File: src/rtl/sbinit_if.sv
// Sideband message types shared by the LTSM stages, plus the SB TX/RX handshake bundle.
// Latency: n/a (declarations only).
// Backpressure: TX holds msg/valid until the one-cycle sendNextFlag accept; RX pops via msg_req.
// master modport: the LTSM stage (drives TX msg/valid and RX pop request).
// slave modport:  the SB TX/RX block (drives accept, received msg and its valid).
package sbinit_pkg;

    typedef enum logic [4:0] {
        SB_NONE                = 5'd0,
        SB_SBINIT_OUT_OF_RESET = 5'd1,
        SB_SBINIT_DONE_REQ     = 5'd2,
        SB_SBINIT_DONE_RESP    = 5'd3,
        SB_MBINIT_PARAM_REQ    = 5'd4
    } SB_msg_t;

endpackage

interface sbinit_if;
    import sbinit_pkg::*;

    SB_msg_t     SB_TX_msg_o;
    logic [63:0] SB_TX_dataBus_o;
    logic        SB_TX_msg_valid_o;
    logic        SB_TX_msg_sendNextFlag_i;
    SB_msg_t     SB_RX_msg_i;
    logic [63:0] SB_RX_dataBus_i;
    logic        SB_RX_msg_req_o;
    logic        SB_RX_msg_valid_i;

    modport master (
        output SB_TX_msg_o,
        output SB_TX_dataBus_o,
        output SB_TX_msg_valid_o,
        input  SB_TX_msg_sendNextFlag_i,
        input  SB_RX_msg_i,
        input  SB_RX_dataBus_i,
        output SB_RX_msg_req_o,
        input  SB_RX_msg_valid_i
    );

    modport slave (
        input  SB_TX_msg_o,
        input  SB_TX_dataBus_o,
        input  SB_TX_msg_valid_o,
        output SB_TX_msg_sendNextFlag_i,
        output SB_RX_msg_i,
        output SB_RX_dataBus_i,
        input  SB_RX_msg_req_o,
        output SB_RX_msg_valid_i
    );

endinterface

File: src/rtl/sbinit.sv
// LTSM SBINIT stage: SB clock pattern until partner detect, then OOR and DONE req/resp exchange.
// Latency: all outputs registered; OOR goes out EXTRA_ITERS full iterations after the wrap following detect.
// Backpressure: TX msg/valid held until sendNextFlag; RX is popped one message per request.
//
// Ports: clk_100MHz/reset (async, active-low); enable_i grants the stage, dropping it returns to IDLE;
// SBINIT_done_o / SBINIT_error_o levels; pattern_drive_o lane drive; pattern_detected_i from the
// RX detector; SBmessage_retry_timeout_flag in, reset_SBmessage_retry_timeout pulse out;
// sb (sbinit_if.master) carries the SB TX/RX message handshake.
// Build option: define SBINIT_PATTERN_BYPASS_EN to skip the pattern phase (ideal SB channel sims).
module sbinit #(
    parameter int ITER_CYCLES     = 96,
    parameter int EXTRA_ITERS     = 4,
    parameter int SB_PATTERN_BUSW = 1
) (
    input  logic                       clk_100MHz,
    input  logic                       reset,
    input  logic                       enable_i,
    output logic                       SBINIT_done_o,
    output logic                       SBINIT_error_o,
    output logic [SB_PATTERN_BUSW-1:0] pattern_drive_o,
    input  logic                       pattern_detected_i,
    input  logic                       SBmessage_retry_timeout_flag,
    output logic                       reset_SBmessage_retry_timeout,
    sbinit_if.master                   sb
);
    import sbinit_pkg::*;

    localparam int CW = $clog2(ITER_CYCLES);
    localparam int IW = (EXTRA_ITERS > 1) ? $clog2(EXTRA_ITERS) : 1;
    // Clock phase of each iteration: 64 UI toggling, remaining cycles held low.
    localparam logic [CW-1:0] CLK_PHASE_CYCLES = CW'(64);
    localparam logic [CW-1:0] LAST_CYC         = CW'(ITER_CYCLES - 1);
    localparam logic [IW-1:0] LAST_ITER        = IW'(EXTRA_ITERS - 1);

    typedef enum logic [3:0] {
        ST_IDLE,
        ST_PATTERN,
        ST_EXTRA,
        ST_SEND_OOR,
        ST_WAIT_OOR,
        ST_SEND_DREQ,
        ST_WAIT_DONE,
        ST_DONE,
        ST_ERR
    } state_t;

    state_t        state;
    logic [CW-1:0] cyc_cnt;
    logic [IW-1:0] iter_cnt;
    logic          detected;
    logic          got_resp;
    logic          sent_resp;
    logic          resp_pend;

    logic          cyc_wrap;
    logic [CW-1:0] cyc_nxt;
    logic          tx_accept;
    logic          rx_oor;
    logic          rx_dreq;
    logic          rx_dresp;
    logic          timeout_armed;

    assign cyc_wrap  = (cyc_cnt == LAST_CYC);
    assign cyc_nxt   = cyc_wrap ? '0 : cyc_cnt + CW'(1);
    assign tx_accept = sb.SB_TX_msg_valid_o && sb.SB_TX_msg_sendNextFlag_i;
    assign rx_oor    = sb.SB_RX_msg_valid_i && (sb.SB_RX_msg_i == SB_SBINIT_OUT_OF_RESET);
    assign rx_dreq   = sb.SB_RX_msg_valid_i && (sb.SB_RX_msg_i == SB_SBINIT_DONE_REQ);
    assign rx_dresp  = sb.SB_RX_msg_valid_i && (sb.SB_RX_msg_i == SB_SBINIT_DONE_RESP);
    // The retry timer only matters while the handshake is still in progress.
    assign timeout_armed = (state != ST_IDLE) && (state != ST_DONE) && (state != ST_ERR);

    assign sb.SB_TX_dataBus_o = '0;

    always_ff @(posedge clk_100MHz or negedge reset) begin
        if (!reset) begin
            state                         <= ST_IDLE;
            cyc_cnt                       <= '0;
            iter_cnt                      <= '0;
            detected                      <= 1'b0;
            got_resp                      <= 1'b0;
            sent_resp                     <= 1'b0;
            resp_pend                     <= 1'b0;
            SBINIT_done_o                 <= 1'b0;
            SBINIT_error_o                <= 1'b0;
            pattern_drive_o               <= '0;
            reset_SBmessage_retry_timeout <= 1'b0;
            sb.SB_TX_msg_o                <= SB_NONE;
            sb.SB_TX_msg_valid_o          <= 1'b0;
            sb.SB_RX_msg_req_o            <= 1'b0;
        end else begin
            reset_SBmessage_retry_timeout <= 1'b0;

            if (!enable_i) begin
                // Abort: everything back to reset values, in-flight TX is dropped unaccepted.
                state                <= ST_IDLE;
                cyc_cnt              <= '0;
                iter_cnt             <= '0;
                detected             <= 1'b0;
                got_resp             <= 1'b0;
                sent_resp            <= 1'b0;
                resp_pend            <= 1'b0;
                SBINIT_done_o        <= 1'b0;
                SBINIT_error_o       <= 1'b0;
                pattern_drive_o      <= '0;
                sb.SB_TX_msg_o       <= SB_NONE;
                sb.SB_TX_msg_valid_o <= 1'b0;
                sb.SB_RX_msg_req_o   <= 1'b0;
            end else if (timeout_armed && SBmessage_retry_timeout_flag) begin
                // Timeout wins over any message or accept seen in the same cycle.
                state                <= ST_ERR;
                SBINIT_error_o       <= 1'b1;
                pattern_drive_o      <= '0;
                sb.SB_TX_msg_o       <= SB_NONE;
                sb.SB_TX_msg_valid_o <= 1'b0;
                sb.SB_RX_msg_req_o   <= 1'b0;
            end else begin
                case (state)
                    ST_IDLE: begin
                        reset_SBmessage_retry_timeout <= 1'b1;
`ifdef SBINIT_PATTERN_BYPASS_EN
                        state                <= ST_SEND_OOR;
                        sb.SB_TX_msg_o       <= SB_SBINIT_OUT_OF_RESET;
                        sb.SB_TX_msg_valid_o <= 1'b1;
`else
                        state           <= ST_PATTERN;
                        cyc_cnt         <= '0;
                        pattern_drive_o <= '1;
`endif
                    end

                    ST_PATTERN: begin
                        cyc_cnt         <= cyc_nxt;
                        pattern_drive_o <= (cyc_nxt < CLK_PHASE_CYCLES) ? '1 : '0;
                        if (pattern_detected_i) begin
                            detected <= 1'b1;
                        end
                        // Finish the iteration in progress before counting extra ones.
                        if (cyc_wrap && (detected || pattern_detected_i)) begin
                            state    <= ST_EXTRA;
                            iter_cnt <= '0;
                        end
                    end

                    ST_EXTRA: begin
                        if (cyc_wrap && (iter_cnt == LAST_ITER)) begin
                            state                <= ST_SEND_OOR;
                            cyc_cnt              <= '0;
                            pattern_drive_o      <= '0;
                            sb.SB_TX_msg_o       <= SB_SBINIT_OUT_OF_RESET;
                            sb.SB_TX_msg_valid_o <= 1'b1;
                        end else begin
                            cyc_cnt         <= cyc_nxt;
                            pattern_drive_o <= (cyc_nxt < CLK_PHASE_CYCLES) ? '1 : '0;
                            if (cyc_wrap) begin
                                iter_cnt <= iter_cnt + IW'(1);
                            end
                        end
                    end

                    ST_SEND_OOR: begin
                        if (tx_accept) begin
                            state                         <= ST_WAIT_OOR;
                            sb.SB_TX_msg_o                <= SB_NONE;
                            sb.SB_TX_msg_valid_o          <= 1'b0;
                            sb.SB_RX_msg_req_o            <= 1'b1;
                            reset_SBmessage_retry_timeout <= 1'b1;
                        end
                    end

                    ST_WAIT_OOR: begin
                        // Request a pop only when no message is being presented this cycle.
                        sb.SB_RX_msg_req_o <= !sb.SB_RX_msg_valid_i;
                        if (rx_oor) begin
                            state                <= ST_SEND_DREQ;
                            sb.SB_TX_msg_o       <= SB_SBINIT_DONE_REQ;
                            sb.SB_TX_msg_valid_o <= 1'b1;
                        end
                    end

                    ST_SEND_DREQ: begin
                        // Partner may already be in its done exchange: remember its REQ/RESP.
                        sb.SB_RX_msg_req_o <= !sb.SB_RX_msg_valid_i;
                        if (rx_dresp) begin
                            got_resp <= 1'b1;
                        end
                        if (tx_accept) begin
                            state                         <= ST_WAIT_DONE;
                            reset_SBmessage_retry_timeout <= 1'b1;
                            resp_pend                     <= 1'b0;
                            if (resp_pend || rx_dreq) begin
                                sb.SB_TX_msg_o       <= SB_SBINIT_DONE_RESP;
                                sb.SB_TX_msg_valid_o <= 1'b1;
                            end else begin
                                sb.SB_TX_msg_o       <= SB_NONE;
                                sb.SB_TX_msg_valid_o <= 1'b0;
                            end
                        end else if (rx_dreq) begin
                            resp_pend <= 1'b1;
                        end
                    end

                    ST_WAIT_DONE: begin
                        sb.SB_RX_msg_req_o <= !sb.SB_RX_msg_valid_i;
                        if (got_resp && sent_resp) begin
                            state                <= ST_DONE;
                            SBINIT_done_o        <= 1'b1;
                            sb.SB_RX_msg_req_o   <= 1'b0;
                            sb.SB_TX_msg_o       <= SB_NONE;
                            sb.SB_TX_msg_valid_o <= 1'b0;
                        end else begin
                            if (rx_dresp) begin
                                got_resp <= 1'b1;
                            end
                            // Only DONE_RESP is ever in flight here; a REQ arriving with it
                            // being accepted is already answered, so it is not re-sent.
                            if (tx_accept) begin
                                sent_resp            <= 1'b1;
                                sb.SB_TX_msg_o       <= SB_NONE;
                                sb.SB_TX_msg_valid_o <= 1'b0;
                            end else if (rx_dreq && !sb.SB_TX_msg_valid_o && !sent_resp) begin
                                sb.SB_TX_msg_o       <= SB_SBINIT_DONE_RESP;
                                sb.SB_TX_msg_valid_o <= 1'b1;
                            end
                        end
                    end

                    ST_DONE: begin
                        SBINIT_done_o <= 1'b1;
                    end

                    ST_ERR: begin
                        SBINIT_error_o       <= 1'b1;
                        sb.SB_TX_msg_valid_o <= 1'b0;
                    end

                    default: begin
                        state <= ST_IDLE;
                    end
                endcase
            end
        end
    end

endmodule

File: src/flat_wrapper.sv
// flat-port wrapper written by rule: the top's interface ports become plain ports
module sbinit_flat import sbinit_pkg::*;
#(
    parameter int ITER_CYCLES     = 96,
    parameter int EXTRA_ITERS     = 4,
    parameter int SB_PATTERN_BUSW = 1
)
  (clk_100MHz, reset, enable_i, SBINIT_done_o, SBINIT_error_o, pattern_drive_o, pattern_detected_i, SBmessage_retry_timeout_flag, reset_SBmessage_retry_timeout, sb_SB_TX_msg_o, sb_SB_TX_dataBus_o, sb_SB_TX_msg_valid_o, sb_SB_TX_msg_sendNextFlag_i, sb_SB_RX_msg_i, sb_SB_RX_dataBus_i, sb_SB_RX_msg_req_o, sb_SB_RX_msg_valid_i);
  sbinit_if sb_i ();
  input  logic clk_100MHz;
  input  logic reset;
  input  logic enable_i;
  output logic SBINIT_done_o;
  output logic SBINIT_error_o;
  output logic [SB_PATTERN_BUSW-1:0] pattern_drive_o;
  input  logic pattern_detected_i;
  input  logic SBmessage_retry_timeout_flag;
  output logic reset_SBmessage_retry_timeout;
  output wire logic [$bits(sb_i.SB_TX_msg_o)-1:0] sb_SB_TX_msg_o;
  output wire logic [$bits(sb_i.SB_TX_dataBus_o)-1:0] sb_SB_TX_dataBus_o;
  output wire logic [$bits(sb_i.SB_TX_msg_valid_o)-1:0] sb_SB_TX_msg_valid_o;
  input wire logic [$bits(sb_i.SB_TX_msg_sendNextFlag_i)-1:0] sb_SB_TX_msg_sendNextFlag_i;
  input wire logic [$bits(sb_i.SB_RX_msg_i)-1:0] sb_SB_RX_msg_i;
  input wire logic [$bits(sb_i.SB_RX_dataBus_i)-1:0] sb_SB_RX_dataBus_i;
  output wire logic [$bits(sb_i.SB_RX_msg_req_o)-1:0] sb_SB_RX_msg_req_o;
  input wire logic [$bits(sb_i.SB_RX_msg_valid_i)-1:0] sb_SB_RX_msg_valid_i;
  assign sb_SB_TX_msg_o = sb_i.SB_TX_msg_o;
  assign sb_SB_TX_dataBus_o = sb_i.SB_TX_dataBus_o;
  assign sb_SB_TX_msg_valid_o = sb_i.SB_TX_msg_valid_o;
  assign sb_i.SB_TX_msg_sendNextFlag_i = sb_SB_TX_msg_sendNextFlag_i;
  assign sb_i.SB_RX_msg_i = sb_SB_RX_msg_i;
  assign sb_i.SB_RX_dataBus_i = sb_SB_RX_dataBus_i;
  assign sb_SB_RX_msg_req_o = sb_i.SB_RX_msg_req_o;
  assign sb_i.SB_RX_msg_valid_i = sb_SB_RX_msg_valid_i;
  sbinit #(.ITER_CYCLES(ITER_CYCLES), .EXTRA_ITERS(EXTRA_ITERS), .SB_PATTERN_BUSW(SB_PATTERN_BUSW)) u_core (.clk_100MHz(clk_100MHz), .reset(reset), .enable_i(enable_i), .SBINIT_done_o(SBINIT_done_o), .SBINIT_error_o(SBINIT_error_o), .pattern_drive_o(pattern_drive_o), .pattern_detected_i(pattern_detected_i), .SBmessage_retry_timeout_flag(SBmessage_retry_timeout_flag), .reset_SBmessage_retry_timeout(reset_SBmessage_retry_timeout), .sb(sb_i));
endmodule
File: config.mk
export PLATFORM = sky130hd
export DESIGN_NAME = sbinit_flat
export DESIGN_NICKNAME = d
export VERILOG_FILES = /design/src/rtl/sbinit_if.sv /design/src/rtl/sbinit.sv /design/src/flat_wrapper.sv
export SDC_FILE = /design/constraint.sdc
export NUM_CORES = 1
export LEC_CHECK = 0
export CAP_MARGIN = 0
export CORE_ASPECT_RATIO = 0.5
export CORE_MARGIN = 8
export CORE_UTILIZATION = 36
export CTS_CLUSTER_SIZE = 8
export DETAILED_ROUTE_END_ITERATION = 6
export MAX_ROUTING_LAYER = met4
export PLACE_DENSITY = 0.8
export SYNTH_ARGS = -nofsm -noshare
export SYNTH_HDL_FRONTEND = slang
export SYNTH_SLANG_ARGS = --single-unit
export TNS_END_PERCENT = 20
File: constraint.sdc
create_clock -name clk_100MHz -period 2.1 [get_ports clk_100MHz]
set_input_delay 0.315 -clock clk_100MHz [delete_from_list [all_inputs] [get_ports clk_100MHz]]
set_output_delay 0.315 -clock clk_100MHz [all_outputs]
set_load 0.005 [all_outputs]
==> flow_metrics.tcl, run 1 <==
set metrics [dict create \
    outcome "finished, final reports clean" \
    worst_hold_path_type "input port to asynchronous set/reset pin" \
    fillers 591 \
    gp_congestion 0.956 \
    initial_core_util 0.370 \
    setup_viol 0 \
    insertedDiodeCount 0 \
    drt-initial-drc-count 138 \
    synth_top_area_share 0.282 \
    track_usage 0.112 \
    post_cts_buffers 0 \
    syn_to_final_growth_pct 13.7 \
    dr.pass1.iters 4 \
    drc_errors 0 \
    synth-edff-count 0 \
    slew_viol_final 0 \
    critical_path_class "flip-flop to flip-flop" \
    synth_top_area_cell "dfrtp_1" \
    clk_pin_slew_ns 0.06 \
    antenna_found_initial 0 \
    synth.cell_area_um2 2220 \
    vias 1881 \
    fp-row-count 20 \
    grt_pass1_vias 1858 \
    endpoint "u_core.iter_cnt[1]$_DFFE_PN0P_" \
    synth_async_sr_flop_share 1.00 \
    cts.sink_count 25 \
    hold_viol 0 \
    drv_cap 0 \
    synth_seq_cells 25 \
    clockBufferDepth 2 \
    rr_worst_depth 6 \
    vdd_drop_max_v 0.000376 \
    coreArea_um2 6010 \
    yosysSeqAreaShare 0.282 \
    critPathMaxStageDelay_ns 0.47 \
    required_ns 2.25 \
    r2r_end "u_core.iter_cnt[1]$_DFFE_PN0P_" \
    regArea_um2 628 \
    wl_per_cell_um 13.2 \
    viasPerCell 4.91 \
    skew_ns 0.00173 \
    cts_max_level 1 \
    synth_area_per_cell_um2 8.45 \
    cp-end-kind "flip-flop" \
    yosys_warnings 0 \
    synth_cell_types 59 \
    cts_tree "done" \
    io_buffer_count 19 \
    startpoint_type "flip-flop" \
    grt.overflow.total 0 \
    postRouteAntennaNets 0 \
    worst-path-stages 6 \
    place_area_um2 2440 \
    min_period_over_period 0.954 \
    die_w_um 127 \
    dpl.hpwl_um 4100 \
    fmax_mhz 499 \
    powerDensity_nw_per_um2 950 \
    clock_latency_ns 0.26 \
    crit_start "u_core.state[0]$_DFFE_PN0P_" \
    wirelength_um 5040 \
    design_area_um2 2530 \
    arrival_ns 2.15 \
    grt_max_degree 26 \
    die-area_um2 9100 \
    crit_chain "buf_4, nand4b_1, nand2_1, nand2_1, o41ai_2, mux2_2" \
    crit_family "flip-flops" \
    p_leak_nw 1.16 \
    layoutNonFillerInstCount 383 \
    ios 151 \
    r2r_setup_slack_ns 0.1 \
    cts_buffers 3 \
    worst-path-max-fanout 7 \
    grt_pass1_wl_um 8390 \
    rsz0062_at_grt "true" \
    place_inst 379 \
    drive_gt1_frac 0.154 \
    crit_path_top_delay_cell "dfrtp_1" \
    fp.dieH_um 71.6 \
    ys.flop_type "dfrtp_1" \
    cp_num_buf_inv 1 \
    period_minus_slack_ns 2.00 \
    cpMostUsedCell "nand2_1" \
    nets 385 \
    r2r-start "u_core.state[0]$_DFFE_PN0P_" \
    clockRootBuffer "clkbuf_16" \
    multiInputGateArea_um2 1280 \
    yosys-top-cells-area "dfrtp_1 28%, buf_4 23%, nor2_1 3.2%" \
    syn_inst 263 \
]
[worst min-delay path by stage]
stage,slack (ns),depth (start not counted),from,end
6_report,0.43,2,reset,u_core.cyc_cnt[2]$_DFFE_PN0P_
5_1_grt,0.49,2,reset,u_core.cyc_cnt[0]$_DFFE_PN0P_
4_1_cts,0.45,2,reset,u_core.cyc_cnt[2]$_DFFE_PN0P_
3_5_place_dp,0.48,1,u_core.SBINIT_error_o$_DFFE_PN0P_,u_core.SBINIT_error_o$_DFFE_PN0P_
3_3_place_gp,0.48,1,u_core.got_resp$_DFFE_PN0P_,u_core.got_resp$_DFFE_PN0P_
2_1_floorplan,0.02,0,reset,u_core.SBINIT_done_o$_DFFE_PN0P_
[cell usage after synthesis, types with 2 or more instances]
master and instances:
a211oi_1 3, a21oi_1 6, a22o_1 2, a31oi_1 2, a32o_1 2, a41oi_1 2, and2_1 5, and3_1 3
buf_2 6, buf_4 67, clkbuf_1 3, dfrtp_1 25, ha_1 2, inv_1 6, mux2_2 2, mux2i_1 2
nand2_1 15, nand2b_1 7, nand3_1 5, nand4_1 5, nor2_1 19, nor2b_1 7, nor3_1 5, o211ai_1 2
o21a_1 4, o21ai_0 11, o21bai_1 4, o31a_1 2, o31ai_1 6, or3b_1 2, xnor2_1 2, xor2_1 2
[power breakdown]
group / total (W) / switching (W) / internal, W
Sequential: 0.000665 / 0.0000979 / 0.000567
Combinational: 0.00131 / 0.000675 / 0.000635
Clock: 0.000426 / 0.000169 / 0.000257
[layout by cell type (no fill, tap or decap), types with 3 or more instances in the layout]
cell              n
o21bai_1          4
nor3_1            5
nor2_1           19
o21a_1            4
o21ai_0          11
nand2_1          15
and2_1            5
nand3_1           5
inv_1             6
buf_4            30
nand2b_1          7
o31ai_1           6
dfrtp_1          23
nand4_1           5
nor2b_1           6
clkbuf_16         3
a211oi_1          3
conb_1           67
and3_1            3
clkdlybuf4s50_1  19
a21oi_1           6
[flip-flops by register name, summed over array words and instances, names as in the netlist]
register and count:
u_core.sb.SB_RX_msg_req_o 1, u_core.iter_cnt 2, u_core.sent_resp 1, u_core.pattern_drive_o 1
u_core.state 4, u_core.resp_pend 1, u_core.sb.SB_TX_msg_valid_o 1, u_core.SBINIT_error_o 1
u_core.got_resp 1, u_core.SBINIT_done_o 1, u_core.sb.SB_TX_msg_o 2, u_core.detected 1
u_core.reset_SBmessage_retry_timeout 1, u_core.cyc_cnt 7
[through the flow]
stage | power (W) | hold slack, ns | setup TNS (ns) | util | setup slack, ns
floorplan | 0.00151 | 0.0194 | 0 | - | 0.172
global placement | 0.00193 | 0.477 | -0.757 | 0.406 | -0.185
detailed placement | 0.00194 | 0.484 | -0.932 | 0.406 | -0.208
CTS | 0.00239 | 0.447 | 0 | 0.419 | 0.0341
global route | 0.00258 | 0.489 | -0.0190 | 0.421 | -0.0190
finish | 0.00240 | 0.432 | 0 | 0.421 | 0.0975
[area by class of cell]
cell class / count / area share
flip-flops and latches: 25 / 0.249
clock buffers: 3 / 0.0297
inverters: 6 / 0.00892
well taps: 77 / 0.0381
multi-input cells: 222 / 0.508
clock inverters: 1 / 0.00198
repair buffers: 49 / 0.164
[routing by layer]
| layer | routed length (um) | share of wire | vias up | global-route usage |
|---|---|---|---|---|
| li1 | - | - | 884 | - |
| met1 | 2160 | 0.43 | 897 | 0.131 |
| met2 | 2360 | 0.47 | 89 | 0.186 |
| met3 | 450 | 0.089 | 11 | 0.0289 |
| met4 | 76 | 0.015 | 0 | 0.0379 |
| met5 | 0 | 0 | - | - |
[timing repair]
| action | in CTS | in global routing |
|---|---|---|
| endpoints found under the setup margin | 0 | 7 |
| hold buffers | 0 | 0 |
| resized for setup | 0 | 6 |
[cell families after synthesis]
kind of cell	synth area share
multiplexers	0.0191
adder cells (fa/ha/maj)	0.0113
XOR/XNOR	0.0158
flip-flops	0.282
other	0.00169
AO/OA/AOI/OAI	0.206
AND/OR/NAND/NOR	0.209
buffers and inverters	0.255
[worst reg2reg max path, cell delays in order (launching register included)]
cell	delay, ns
dfrtp_1	0.47
buf_4	0.19
nand4b_1	0.20
nand2_1	0.17
nand2_1	0.08
o41ai_2	0.41
mux2_2	0.37
Power figures use the tool's default switching activity.
==> inputs of run 2 (changes only) <==
- CTS_CLUSTER_DIAMETER: default -> 30
==> results of run 2 <==
The final DEF is identical to that of run 1; final timing and power are the same.
==> inputs of run 3 (changes only) <==
- PLACE_DENSITY: 0.8 -> 0.79
==> flow_metrics.tcl, run 3 (synthesis results as in run 1) <==
set metrics [dict create \
    drt-initial-drc-count 185 \
    rr_worst_depth 5 \
    outcome "finished, final reports clean" \
    final_cell_mix "67 x conb_1, 33 x buf_4, 24 x dfrtp_1" \
    fmax_mhz 485 \
    grt.overflow.total 0 \
    clk_pin_slew_ns 0.07 \
    largest_reg_flops 7 \
    coreArea_um2 6010 \
    grt_max_degree 26 \
    layoutNonFillerInstCount 386 \
    period_minus_slack_ns 2.06 \
    clockBufferDepth 2 \
    drive_gt1_frac 0.159 \
    place_inst 381 \
    grt_pass1_wl_um 8640 \
    multiInputGateArea_um2 1290 \
    fillers 609 \
    powerDensity_nw_per_um2 962 \
    critical_path_class "input port to flip-flop" \
    dr.pass1.iters 4 \
    vias 1915 \
    track_usage 0.116 \
    die_w_um 127 \
    slew_viol_final 0 \
    cts_buffers 3 \
    fp-row-count 20 \
    viasPerCell 4.96 \
    wirelength_um 5150 \
    syn_to_final_growth_pct 15.0 \
    clockRootBuffer "clkbuf_16" \
    nets 388 \
    p_leak_nw 1.19 \
    drv_cap 0 \
    die-area_um2 9100 \
    fp.dieH_um 71.6 \
    cts.sink_count 25 \
    largest_registers "u_core.cyc_cnt (7), u_core.state (4)" \
    critPathMaxStageDelay_ns 0.47 \
    crit_chain "clkdlybuf4s50_1, or3b_1, a311o_1, a31oi_4, nor4_1, or3b_1" \
    dpl.hpwl_um 4150 \
    cpMostUsedCell "or3b_1" \
    worst-path-max-fanout 7 \
    io_buffer_count 19 \
    worst_hold_path_type "input port to asynchronous set/reset pin" \
    hold_viol 0 \
    fin_total_pwr_w 0.00246 \
    cts_tree "done" \
    crit_path_top_delay_cell "clkdlybuf4s50_1" \
    ios 151 \
    startpoint_type "input port" \
    regArea_um2 627 \
    cp-end-kind "flip-flop" \
    grt_pass1_vias 1883 \
    insertedDiodeCount 0 \
    cts_max_level 1 \
    gp_congestion 0.928 \
    rsz0062_at_grt "true" \
    r2r-start "u_core.state[1]$_DFFE_PN0P_" \
    r2r_end "u_core.state[1]$_DFFE_PN0P_" \
    required_ns 2.24 \
    drc_errors 0 \
    clock_latency_ns 0.26 \
    final_common_cell "conb_1" \
    r2r_setup_slack_ns 0.04 \
    regMostFlops "u_core.cyc_cnt" \
    arrival_ns 2.20 \
    skew_ns 0.00359 \
    postRouteAntennaNets 0 \
    ctsHoldBuffers 0 \
    setup_viol 0 \
    vdd_drop_max_v 0.000389 \
    min_period_over_period 0.983 \
    initial_core_util 0.370 \
    wl_per_cell_um 13.3 \
    antenna_found_initial 0 \
]
-- run 3: cell types whose count changed in the layout (fill, tap and decap cells not counted), sizes merged --
cell and change:
inv +1, clkinv -1, buf +3
-- run 3: worst max-delay path: cells and delay by family --
family	cells	cell delay, ns
simple gates	3	0.80
compound gates	2	0.62
buf+inv	1	0.47
-- run 3: area by class of cell --
| class | instances | share of cell area |
|---|---|---|
| tap | 77 | 0.0377 |
| multi-input combinational | 222 | 0.504 |
| clock buffer | 3 | 0.0294 |
| inverter | 6 | 0.00881 |
| timing repair buffer | 52 | 0.171 |
| sequential | 25 | 0.245 |
| clock inverter | 1 | 0.00343 |
-- run 3: timing repair --
action | in CTS | in global routing
gates resized for setup | 0 | 4
endpoints found under the setup margin | 0 | 7
buffers inserted | 0 | 1
-- run 3: where the power goes --
group | switching, W | internal (W) | total, W
clock | 0.000180 | 0.000263 | 0.000443
combinational | 0.000686 | 0.000660 | 0.00135
sequential | 0.000106 | 0.000564 | 0.000670
total | 0.000972 | 0.00149 | 0.00246
-- run 3: how the worst max path moves through the flow --
stage,start,end,slack [ns],cells past startpoint
2_1_floorplan,u_core.cyc_cnt[0]$_DFFE_PN0P_,u_core.state[0]$_DFFE_PN0P_,0.17,6
5_1_grt,enable_i,u_core.state[1]$_DFFE_PN0P_,-0.04,6
6_report,enable_i,u_core.state[1]$_DFFE_PN0P_,0.04,6
3_5_place_dp,enable_i,u_core.state[1]$_DFFE_PN0P_,-0.23,6
3_3_place_gp,enable_i,u_core.state[1]$_DFFE_PN0P_,-0.23,6
4_1_cts,u_core.state[2]$_DFFE_PN0P_,u_core.sb.SB_TX_msg_o[1]$_DFFE_PN0P_,0.05,6
-- run 3: metal layers --
metal	global-route usage	wire [um]	vias up
met3	0.0281	466	14
met2	0.204	2530	98
met5	-	0	-
met4	0.0366	99	0
li1	-	-	901
met1	0.128	2050	902
-- run 3: through the flow --
step / utilization / cell area [um^2] / hold slack, ns / TNS [ns] / worst slack [ns]
after global placement: 0.408 / 2450 / 0.477 / -0.698 / -0.229
after detailed placement: 0.408 / 2450 / 0.486 / -0.796 / -0.230
after CTS: 0.422 / 2540 / 0.423 / 0 / 0.0505
after floorplan: - / 2470 / 0.0194 / 0 / 0.172
final: 0.425 / 2550 / 0.408 / 0 / 0.0367
after global routing: 0.425 / 2550 / 0.442 / -0.0639 / -0.0400
